--- src/rtl/sst_pkg.sv ---
// Shared types and constants for the mapper save-state transfer engine.
package sst_pkg;

  typedef enum logic [2:0] {
    ST_IDLE,
    ST_RD_SET,
    ST_RD_OUT,
    ST_WR_IN,
    ST_WR_ARM,
    ST_WR_GAP,
    ST_DONE
  } sst_state_t;

  localparam logic SST_MODE_SAVE = 1'b0;
  localparam logic SST_MODE_LOAD = 1'b1;
  localparam int   SST_IDX_ADDR  = 127;
  localparam int   SST_N_REGS    = 128;

  // DONE is deliberately outside the busy window: busy/sst_act drop with the done pulse.
  function automatic logic sst_is_busy(input sst_state_t s);
    return (s != ST_IDLE) && (s != ST_DONE);
  endfunction

endpackage

--- src/rtl/sst_m3_wait.sv ---
// Waits for the first m3 strobe while armed; flags a timeout after M3_TO armed cycles.
module sst_m3_wait #(
  parameter int M3_TO = 1024
) (
  input  logic clk,
  input  logic rst_n,
  input  logic arm,
  input  logic m3,
  output logic hit,
  output logic tout
);

  localparam int CW = $clog2(M3_TO + 1);
  localparam logic [CW-1:0] CNT_LAST = CW'(M3_TO - 1);

  logic [CW-1:0] cnt_q, cnt_d;

  // Counter restarts from zero on every fresh arm.
  always_comb begin
    cnt_d = '0;
    if (arm && !m3) cnt_d = cnt_q + 1'b1;
  end

  always_ff @(posedge clk or negedge rst_n) begin
    if (!rst_n) cnt_q <= '0;
    else        cnt_q <= cnt_d;
  end

  assign hit  = arm & m3;
  assign tout = arm & ~m3 & (cnt_q == CNT_LAST);

endmodule

--- src/rtl/sst_xfer_engine.sv ---
// Save-state bus initiator: SAVE streams mapper registers to the host,
// LOAD writes host bytes into the mapper with each write committed on an m3 strobe.
module sst_xfer_engine
  import sst_pkg::*;
#(
  parameter int N_REGS   = SST_N_REGS,
  parameter int IDX_ADDR = SST_IDX_ADDR,
  parameter int SETTLE   = 2,
  parameter int M3_TO    = 1024
) (
  input  logic       clk,
  input  logic       rst_n,
  input  logic       m3,
  input  logic       start,
  input  logic       mode,
  input  logic       abort,
  input  logic [7:0] map_idx,
  output logic       busy,
  output logic       done,
  output logic       err,
  input  logic [7:0] in_data,
  input  logic       in_valid,
  output logic       in_ready,
  output logic [7:0] out_data,
  output logic       out_valid,
  input  logic       out_ready,
  output logic       sst_act,
  output logic [7:0] sst_addr,
  output logic [7:0] sst_dato,
  output logic       sst_we_reg,
  input  logic [7:0] sst_di
);

  localparam logic [7:0] ADDR_LAST = 8'(N_REGS - 1);
  localparam logic [7:0] ADDR_IDX  = 8'(IDX_ADDR);
  localparam int         SW        = (SETTLE > 1) ? $clog2(SETTLE) : 1;
  localparam logic [SW-1:0] SET_LAST = SW'(SETTLE - 1);

  sst_state_t    state_q, state_d;
  logic [7:0]    addr_q, addr_d;
  logic [7:0]    rd_q, rd_d;
  logic [7:0]    dato_q, dato_d;
  logic          err_q, err_d;
  logic [SW-1:0] set_q, set_d;

  logic busy_st, m3_arm, m3_hit, m3_tout;

  assign busy_st = sst_is_busy(state_q);
  assign m3_arm  = (state_q == ST_WR_ARM) & ~abort;

  sst_m3_wait #(.M3_TO(M3_TO)) u_m3_wait (
    .clk  (clk),
    .rst_n(rst_n),
    .arm  (m3_arm),
    .m3   (m3),
    .hit  (m3_hit),
    .tout (m3_tout)
  );

  always_comb begin
    state_d = state_q;
    addr_d  = addr_q;
    rd_d    = rd_q;
    dato_d  = dato_q;
    err_d   = err_q;
    set_d   = set_q;
    if (busy_st && abort) begin
      err_d   = 1'b1;
      state_d = ST_DONE;
    end else begin
      case (state_q)
        ST_IDLE: if (start) begin
          err_d   = 1'b0;
          addr_d  = '0;
          set_d   = '0;
          state_d = (mode == SST_MODE_LOAD) ? ST_WR_IN : ST_RD_SET;
        end
        ST_RD_SET: begin
          if (set_q == SET_LAST) begin
            rd_d    = sst_di;
            state_d = ST_RD_OUT;
          end else begin
            set_d = set_q + 1'b1;
          end
        end
        ST_RD_OUT: if (out_ready) begin
          if (addr_q == ADDR_LAST) begin
            state_d = ST_DONE;
          end else begin
            addr_d  = addr_q + 8'd1;
            set_d   = '0;
            state_d = ST_RD_SET;
          end
        end
        // The index slot is only compared, never written into the mapper.
        ST_WR_IN: if (in_valid) begin
          dato_d = in_data;
          if (addr_q == ADDR_IDX) begin
            err_d = err_q | (in_data != map_idx);
            if (addr_q == ADDR_LAST) state_d = ST_DONE;
            else                     addr_d  = addr_q + 8'd1;
          end else begin
            state_d = ST_WR_ARM;
          end
        end
        ST_WR_ARM: begin
          if (m3_hit) begin
            state_d = ST_WR_GAP;
          end else if (m3_tout) begin
            err_d   = 1'b1;
            state_d = ST_DONE;
          end
        end
        ST_WR_GAP: begin
          if (addr_q == ADDR_LAST) begin
            state_d = ST_DONE;
          end else begin
            addr_d  = addr_q + 8'd1;
            state_d = ST_WR_IN;
          end
        end
        ST_DONE: state_d = ST_IDLE;
        default: state_d = ST_IDLE;
      endcase
    end
  end

  always_ff @(posedge clk or negedge rst_n) begin
    if (!rst_n) begin
      state_q <= ST_IDLE;
      addr_q  <= '0;
      rd_q    <= '0;
      dato_q  <= '0;
      err_q   <= 1'b0;
      set_q   <= '0;
    end else begin
      state_q <= state_d;
      addr_q  <= addr_d;
      rd_q    <= rd_d;
      dato_q  <= dato_d;
      err_q   <= err_d;
      set_q   <= set_d;
    end
  end

  // Handshake outputs are masked by abort so nothing is exchanged on the abort cycle.
  assign busy       = busy_st;
  assign sst_act    = busy_st;
  assign done       = (state_q == ST_DONE);
  assign err        = err_q;
  assign out_valid  = (state_q == ST_RD_OUT) & ~abort;
  assign in_ready   = (state_q == ST_WR_IN) & ~abort;
  assign sst_we_reg = (state_q == ST_WR_ARM) & ~abort;
  assign out_data   = rd_q;
  assign sst_addr   = addr_q;
  assign sst_dato   = dato_q;

endmodule

--- config.mk ---
export PLATFORM = sky130hd
export DESIGN_NAME = sst_xfer_engine
export DESIGN_NICKNAME = d
export VERILOG_FILES = /design/src/rtl/sst_pkg.sv /design/src/rtl/sst_m3_wait.sv /design/src/rtl/sst_xfer_engine.sv
export SDC_FILE = /design/constraint.sdc
export NUM_CORES = 1
export LEC_CHECK = 0
export BUFFER_PORTS_ARGS = -buffer_cell sky130_fd_sc_hd__buf_2
export CORE_MARGIN = 2
export CORE_UTILIZATION = 47
export DETAILED_ROUTE_END_ITERATION = 12
export MAX_ROUTING_LAYER = met4
export PLACE_DENSITY = 0.77
export SKIP_CTS_REPAIR_TIMING = 1
export SLEW_MARGIN = 10
export SYNTH_ARGS = -nofsm -noshare
export SYNTH_HDL_FRONTEND = slang
export SYNTH_SLANG_ARGS = --single-unit
--- constraint.sdc ---
create_clock -name clk -period 1.85 [get_ports clk]
set_input_delay 0.0925 -clock clk [delete_from_list [all_inputs] [get_ports clk]]
set_output_delay 0.0925 -clock clk [all_outputs]
set_load 0.005 [all_outputs]
After elaboration in Yosys (flattened, before gate mapping)
Index checks and enable logic that the tools add are counted.
Widths: inputs -> output; s select.
{"block": "word_totals", "latchBits": 0, "n_memories": 0, "rom_bits": 0, "word_cells": 84, "out_inout_bits": 31, "regBits": 40, "input_bits": 32, "ram_bits": 0}
{"block": "op_classes", "eq_ne": 21, "shift": 0, "n_bitwise": 10, "n_reduce_logical": 15, "mul": 0, "order_cmp": 0, "mux": 28, "add_sub_neg": 3, "n_div": 0}
{"op": "$mux 3", "n": 9}
{"op": "$mux 8", "n": 3}
{"op": "$pmux 8 s3", "n": 1}
{"op": "$ne 3x3->1 const B", "n": 6}
{"op": "$pmux 3 s6", "n": 1}
{"op": "$add 11x1->11 const B", "n": 1}
{"op": "$eq 11x10->1 const B", "n": 1}
{"op": "$mux 11", "n": 1}
{"op": "$reduce_and 5->1", "n": 2}
{"op": "$eq 3x3->1 const B", "n": 3}
{"op": "$mux 1", "n": 9}
{"op": "$reduce_bool 3->1", "n": 3}
{"op": "$add 8x1->8 const B", "n": 1}
{"op": "$eq 8x7->1 const B", "n": 1}
{"op": "$ne 8x8->1", "n": 1}
{"op": "$and 1x1->1", "n": 6}
{"op": "$eq 3x2->1 const B", "n": 2}
{"op": "$ne 2x2->1 const B", "n": 3}
{"op": "$ne 3x2->1 const B", "n": 2}
{"op": "$pmux 1 s3", "n": 2}
{"op": "$reduce_and 3->1", "n": 2}
{"op": "$reduce_and 6->1", "n": 1}
{"op": "$mux 2", "n": 2}
{"op": "$ne 4x3->1 const B", "n": 1}
{"op": "other kinds (9)", "n": 13}

Depth between registers and ports, before layout
{"block": "depth", "ltp_word": 8, "ltp_mapped": 8, "mapped_depth_nobuf": 6}

Modules after synthesis
From an unflattened synthesis, not the netlist that was laid out.
{"block": "hier_totals", "cells_unflattened": 225, "hier_area_um2": 2268.4}
{"module": "sst_xfer_engine", "area_per_inst_um2": 1732.9, "instances": 1, "seq_area_each_um2": 725.7, "cells_each": 171}
{"module": "sst_m3_wait", "area_per_inst_um2": 535.5, "instances": 1, "seq_area_each_um2": 275.3, "cells_each": 54}

Least setup slack after synthesis
Ideal clock, no wire load.
{"block": "synth_timing", "path_type": "register -> register", "startpoint": "register addr_q[0], in the netlist sst_addr[0]", "endpoint": "register addr_q[4], in the netlist sst_addr[4]", "path_stages_with_launch": 9, "n_path_buf": 2, "path_slack_ns": -0.097, "arrival_time_ns": 1.825, "required_time_ns": 1.728, "synth_period_minus_slack_ns": 1.947, "cell_sequence": "dfrtp_1 -> ha_1 -> nand3_2 -> o211a_1 -> or2_0 -> buf_6 -> and2_1 -> buf_6 -> a32o_1"}
{"block": "synth_between", "elab_chain_cells": 4, "elab_cells_between_ends": 5, "cone_classes": "add/sub (1); eq/ne (1); mux (3)"}
{"item": "start: declaration", "line": "sst_xfer_engine.sv:40", "source": "logic [7:0] addr_q, addr_d;"}
{"item": "start signal: assignment", "line": "sst_xfer_engine.sv:138", "source": "addr_q <= addr_d;"}
{"item": "$add 8x1->8 / $eq 8x7->1 (equally long branches)"}
{"item": "$mux 8 (*)", "line": "sst_xfer_engine.sv:87, sst_xfer_engine.sv:100, sst_xfer_engine.sv:115"}
{"item": "$mux 8", "line": "sst_xfer_engine.sv:86", "source": "ST_RD_OUT: if (out_ready) begin"}
{"item": "$pmux 8 s3 (*)", "line": "sst_xfer_engine.sv:71", "source": "case (state_q)"}
Mark *: on every way between the ends. The rest lies on a longest branch, timed or not. The select of a mux whose other input is x is not followed.
A chain may end at the register's enable or synchronous reset.

Final worst setup path
{"block": "layout_timing", "startpoint": "register state_q[0]", "endpoint": "register addr_q[4], in the netlist sst_addr[4]"}
{"block": "layout_between", "elab_chain_cells": 5, "elab_cells_between_ends": 13, "cone_classes": "eq/ne (5); mux (1); bitwise (1); reduce/logical (6)"}
{"item": "start: declaration", "line": "sst_xfer_engine.sv:39", "source": "sst_state_t state_q, state_d;"}
{"item": "start signal: assignment", "line": "sst_xfer_engine.sv:137", "source": "state_q <= state_d;"}
{"item": "$ne 3x3->1 / $reduce_bool 3->1 (equally long branches)", "line": "sst_pkg.sv:21", "source": "return (s != ST_IDLE) && (s != ST_DONE);"}
{"item": "$logic_and 1x1->1", "line": "sst_pkg.sv:21"}
{"item": "$logic_and 1x1->1", "line": "sst_xfer_engine.sv:67", "source": "if (busy_st && abort) begin"}
{"item": "$not 1->1 (no source line)"}
{"item": "$reduce_and 4->1 (no source line)"}
Several ways; a longest one is shown, not always the timed one.

==> metrics.log <==
[metrics] outcome: finished clean
[metrics] row cnt: 25
[metrics] met1 track utilization from global routing: 27.5%
[metrics] Max Cap Violations: 0
[metrics] worst ir drop on vdd: 0.839 mV
[metrics] Post-Place Worst Slack: -42.6 ps
[metrics] P_leak: 1.41 nW
[metrics] drt pass-1 iters: 4
[metrics] via count of the routed design: 2,018
[metrics] Max Transition Viols Final: 0
[metrics] Mapped Nets: 257
[metrics] number of cells after detailed placement: 352
[metrics] average footprint of a synthesized cell: 10.1 sq um
[metrics] share of flip-flops with an asynchronous set or reset after synthesis: 100%
[metrics] worst hold margin: 27.8 ps
[metrics] clock share of power: 18.0%
[metrics] transition time at the pin with the least slew margin: 457 ps
[metrics] Starting Density: 48.2%
[metrics] Final Hold Vio Count: 0
[metrics] most repeated cell in the gate-level netlist after synthesis: dfrtp_1
[metrics] switching part of the total: 35.1%
[metrics] Total Nets Final: 348
[metrics] Reg clk slew, reported paths: 80 ps
[metrics] I/O pin count: 63
[metrics] via count of the first global-routing pass: 1,816
[metrics] Num CTS Buffers: 5
[metrics] final routed wirelength across all metal layers: 5270 microns
[metrics] Syn-to-layout area delta: 31.7%
[metrics] share of final-layout standard cells stronger than drive strength 1: 43.2%
[metrics] fraction of the cycle the final worst path needs: 96.5%
[metrics] maximum level of the CTS H-tree: 2
[metrics] total power: 0.00393 W
[metrics] sequential cell area fraction in the yosys report: 44.2%
[metrics] path type of the worst setup path: reg2reg
[metrics] library cell occupying the most area in the post-synthesis netlist: dfrtp_1
[metrics] Root Buffer Master: clkbuf_8
[metrics] distinct cell type count of the synthesized netlist: 49
[metrics] Worst Slack Setup Final: 64.1 ps
[metrics] worst hold path class: in2reg
[metrics] insertion delay to the later sink of the worst-skew pair: 290 ps
[metrics] final RePlAce weighted congestion: 0.864
[metrics] Clock Skew: 5.79 ps
[metrics] Via-to-Cell Ratio: 5.47
[metrics] warnings from Yosys: 0
[metrics] dominant register cell in the synthesized netlist: dfrtp_1
[metrics] sum of overflow across all layers after global routing: 0
[metrics] number of sinks on the clock net: 40
[metrics] PortBufs: 62
[metrics] post-route DRC violation count: 0
[metrics] routed len/inst: 14.3 microns
[metrics] CTS tree: built
[metrics] worst max-slew margin expressed relative to the limit: 69.5%
[metrics] cell types occupying the most area after synthesis: dfrtp_1 (44%), mux2_2 (8.5%), o21ai_0 (4.0%)
[metrics] Die X: 73.4 microns
[metrics] number of antenna violations at the first check in global routing: 0
[metrics] endpoint kind of the worst setup timing path: flop
[metrics] number of buffers on the longest clock path: 2
[metrics] sequential group share of total power: 32.9%
[metrics] M3 GR Usage: 3.70%
[metrics] share of total power in combinational logic: 49.1%
[metrics] 1st-iter DRT viols: 191
[metrics] required arrival time at the worst endpoint: 2030 ps
[metrics] flip-flop and latch count after synthesis: 40
[metrics] layer with the highest usage after global routing: met2
[metrics] overall track demand over capacity in global routing: 20.6%
[metrics] count of flip-flops with a built-in enable after synthesis: 0
[metrics] switching power of the nets: 0.00138 W
[metrics] non-filler instance count after layout: 369
[metrics] post-detailed-route count of antenna-violating nets: 0
[metrics] post-placement cell area: 2780 sq um
[metrics] pwr/cell area: 1320 nW/um^2
[metrics] Die Footprint: 5390 sq um
[metrics] leading post-synthesis cells by instance count: dfrtp_1 (40), nor2_1 (22), o21ai_0 (18)
[metrics] HPWL after detailed placement: 4050 microns
[metrics] pin count of the biggest net entering global routing: 22
[metrics] arrival time of data at the critical path endpoint: 1970 ps
[metrics] global-route wire length before repair: 8380 microns
[metrics] final critical-path required period: 1790 ps
[metrics] Antenna Cells: 0
[metrics] cell-internal power: 0.00255 W
[metrics] Worst Path Max Fanout: 8
[metrics] post-synthesis cell count: 223
[metrics] Global Route met2 Usage: 32.5%
[metrics] area of all placed cells without fillers: 2980 sq um
[metrics] core area: 4690 sq um
[metrics] achievable frequency: 560 MHz
[metrics] share of the synthesized area in the top cell type: 44.2%
[metrics] Die Height: 73.4 microns
[metrics] summed instance area of the synthesized netlist: 2260 sq um
[metrics] critical path startpoint category: flop
[metrics] count of final setup violators: 0
## flip-flops by register name (all words and copies together), names as in the netlist
name	count
err	1
out_data	8
set_q	1
sst_addr	8
sst_dato	8
state_q	3
u_m3_wait.cnt_q	11
## path summary, 6_finish.rpt
check                                             start                      end  slack, ps  cells after the start
worst max-delay path             state_q[0]$_DFFE_PN0P_  sst_addr[4]$_DFFE_PN0P_         60                      6
worst min-delay path                          sst_di[5]  out_data[5]$_DFFE_PN0P_         30                      2
worst max register to register   state_q[0]$_DFFE_PN0P_  sst_addr[4]$_DFFE_PN0P_         60                      6
worst min register to register  out_data[7]$_DFFE_PN0P_  out_data[7]$_DFFE_PN0P_        500                      1
max in group asynchronous                         rst_n  sst_dato[1]$_DFFE_PN0P_       1040                      3
min in group asynchronous                         rst_n          err$_DFFE_PN0P_        280                      2
## routing by layer
layer	up-vias	share of wire [%]
li1	983	-
met1	973	44
met2	57	51
met3	5	3.9
met4	0	1.2
met5	-	0
## area by class of cell
| cell class | instances | area (sq um) |
|---|---|---|
| multi-input cells | 162 | 1200 |
| clock inverters | 2 | 35.0 |
| clock buffers | 6 | 72.6 |
| fillers | 402 | 1710 |
| repair buffers | 96 | 568 |
| flip-flops and latches | 40 | 1000 |
| inverters | 9 | 33.8 |
| well taps | 54 | 67.6 |
## critical path: stages, from the launching register on
cell and delay [ps]:
dfrtp_2 460, or3_4 410, a21oi_4 190, a311oi_4 50, buf_4 180, and2_4 160
a32o_1 220
## power by group through the flow
stage	clock network (W)	registers (W)	logic, W
2_1_floorplan	0	0.00128	0.00113
3_3_place_gp	0	0.00132	0.00168
3_5_place_dp	0	0.00133	0.00172
4_1_cts	0.000723	0.00131	0.00173
5_1_grt	0.000750	0.00133	0.00211
6_report	0.000705	0.00129	0.00193
## placed cells by master (no fill, tap or decap), drive strengths merged, types with 2 or more instances in the layout
cell type	n
buf	95
dfrtp	40
nor2	22
o21ai	18
mux2	17
a21oi	12
nand3	10
inv	9
xnor2	9
nand2	9
xor2	6
clkbuf	6
and3	5
nand4	5
nand4b	5
or3	4
nor2b	4
nor3	3
a311oi	3
nor4b	2
a31o	2
mux2i	2
a31oi	2
o31ai	2
a32o	2
ha	2
## per-stage QoR
| step | setup TNS, ps | util [%] |
|---|---|---|
| after floorplan | -13.9 | - |
| after global placement | 0 | 59.2 |
| after detailed placement | -73.2 | 59.2 |
| after CTS | -191 | 61.5 |
| after global routing | -13.2 | 63.5 |
| final | 0 | 63.5 |
## cells by family (layout without fill, tap and decap cells)
family / after synthesis / count (layout) / synth area share [%]
muxes: 19 / 19 / 9.34
DFF: 40 / 40 / 44.2
buffers and inverters: 21 / 113 / 4.86
xor gates and xnor gates: 15 / 15 / 5.80
AOI/OAI and AO/OA: 50 / 50 / 15.3
and+or+nand+nor: 76 / 76 / 19.4
adders and majority gates: 2 / 2 / 1.11
(Power assumes the default switching activity.)
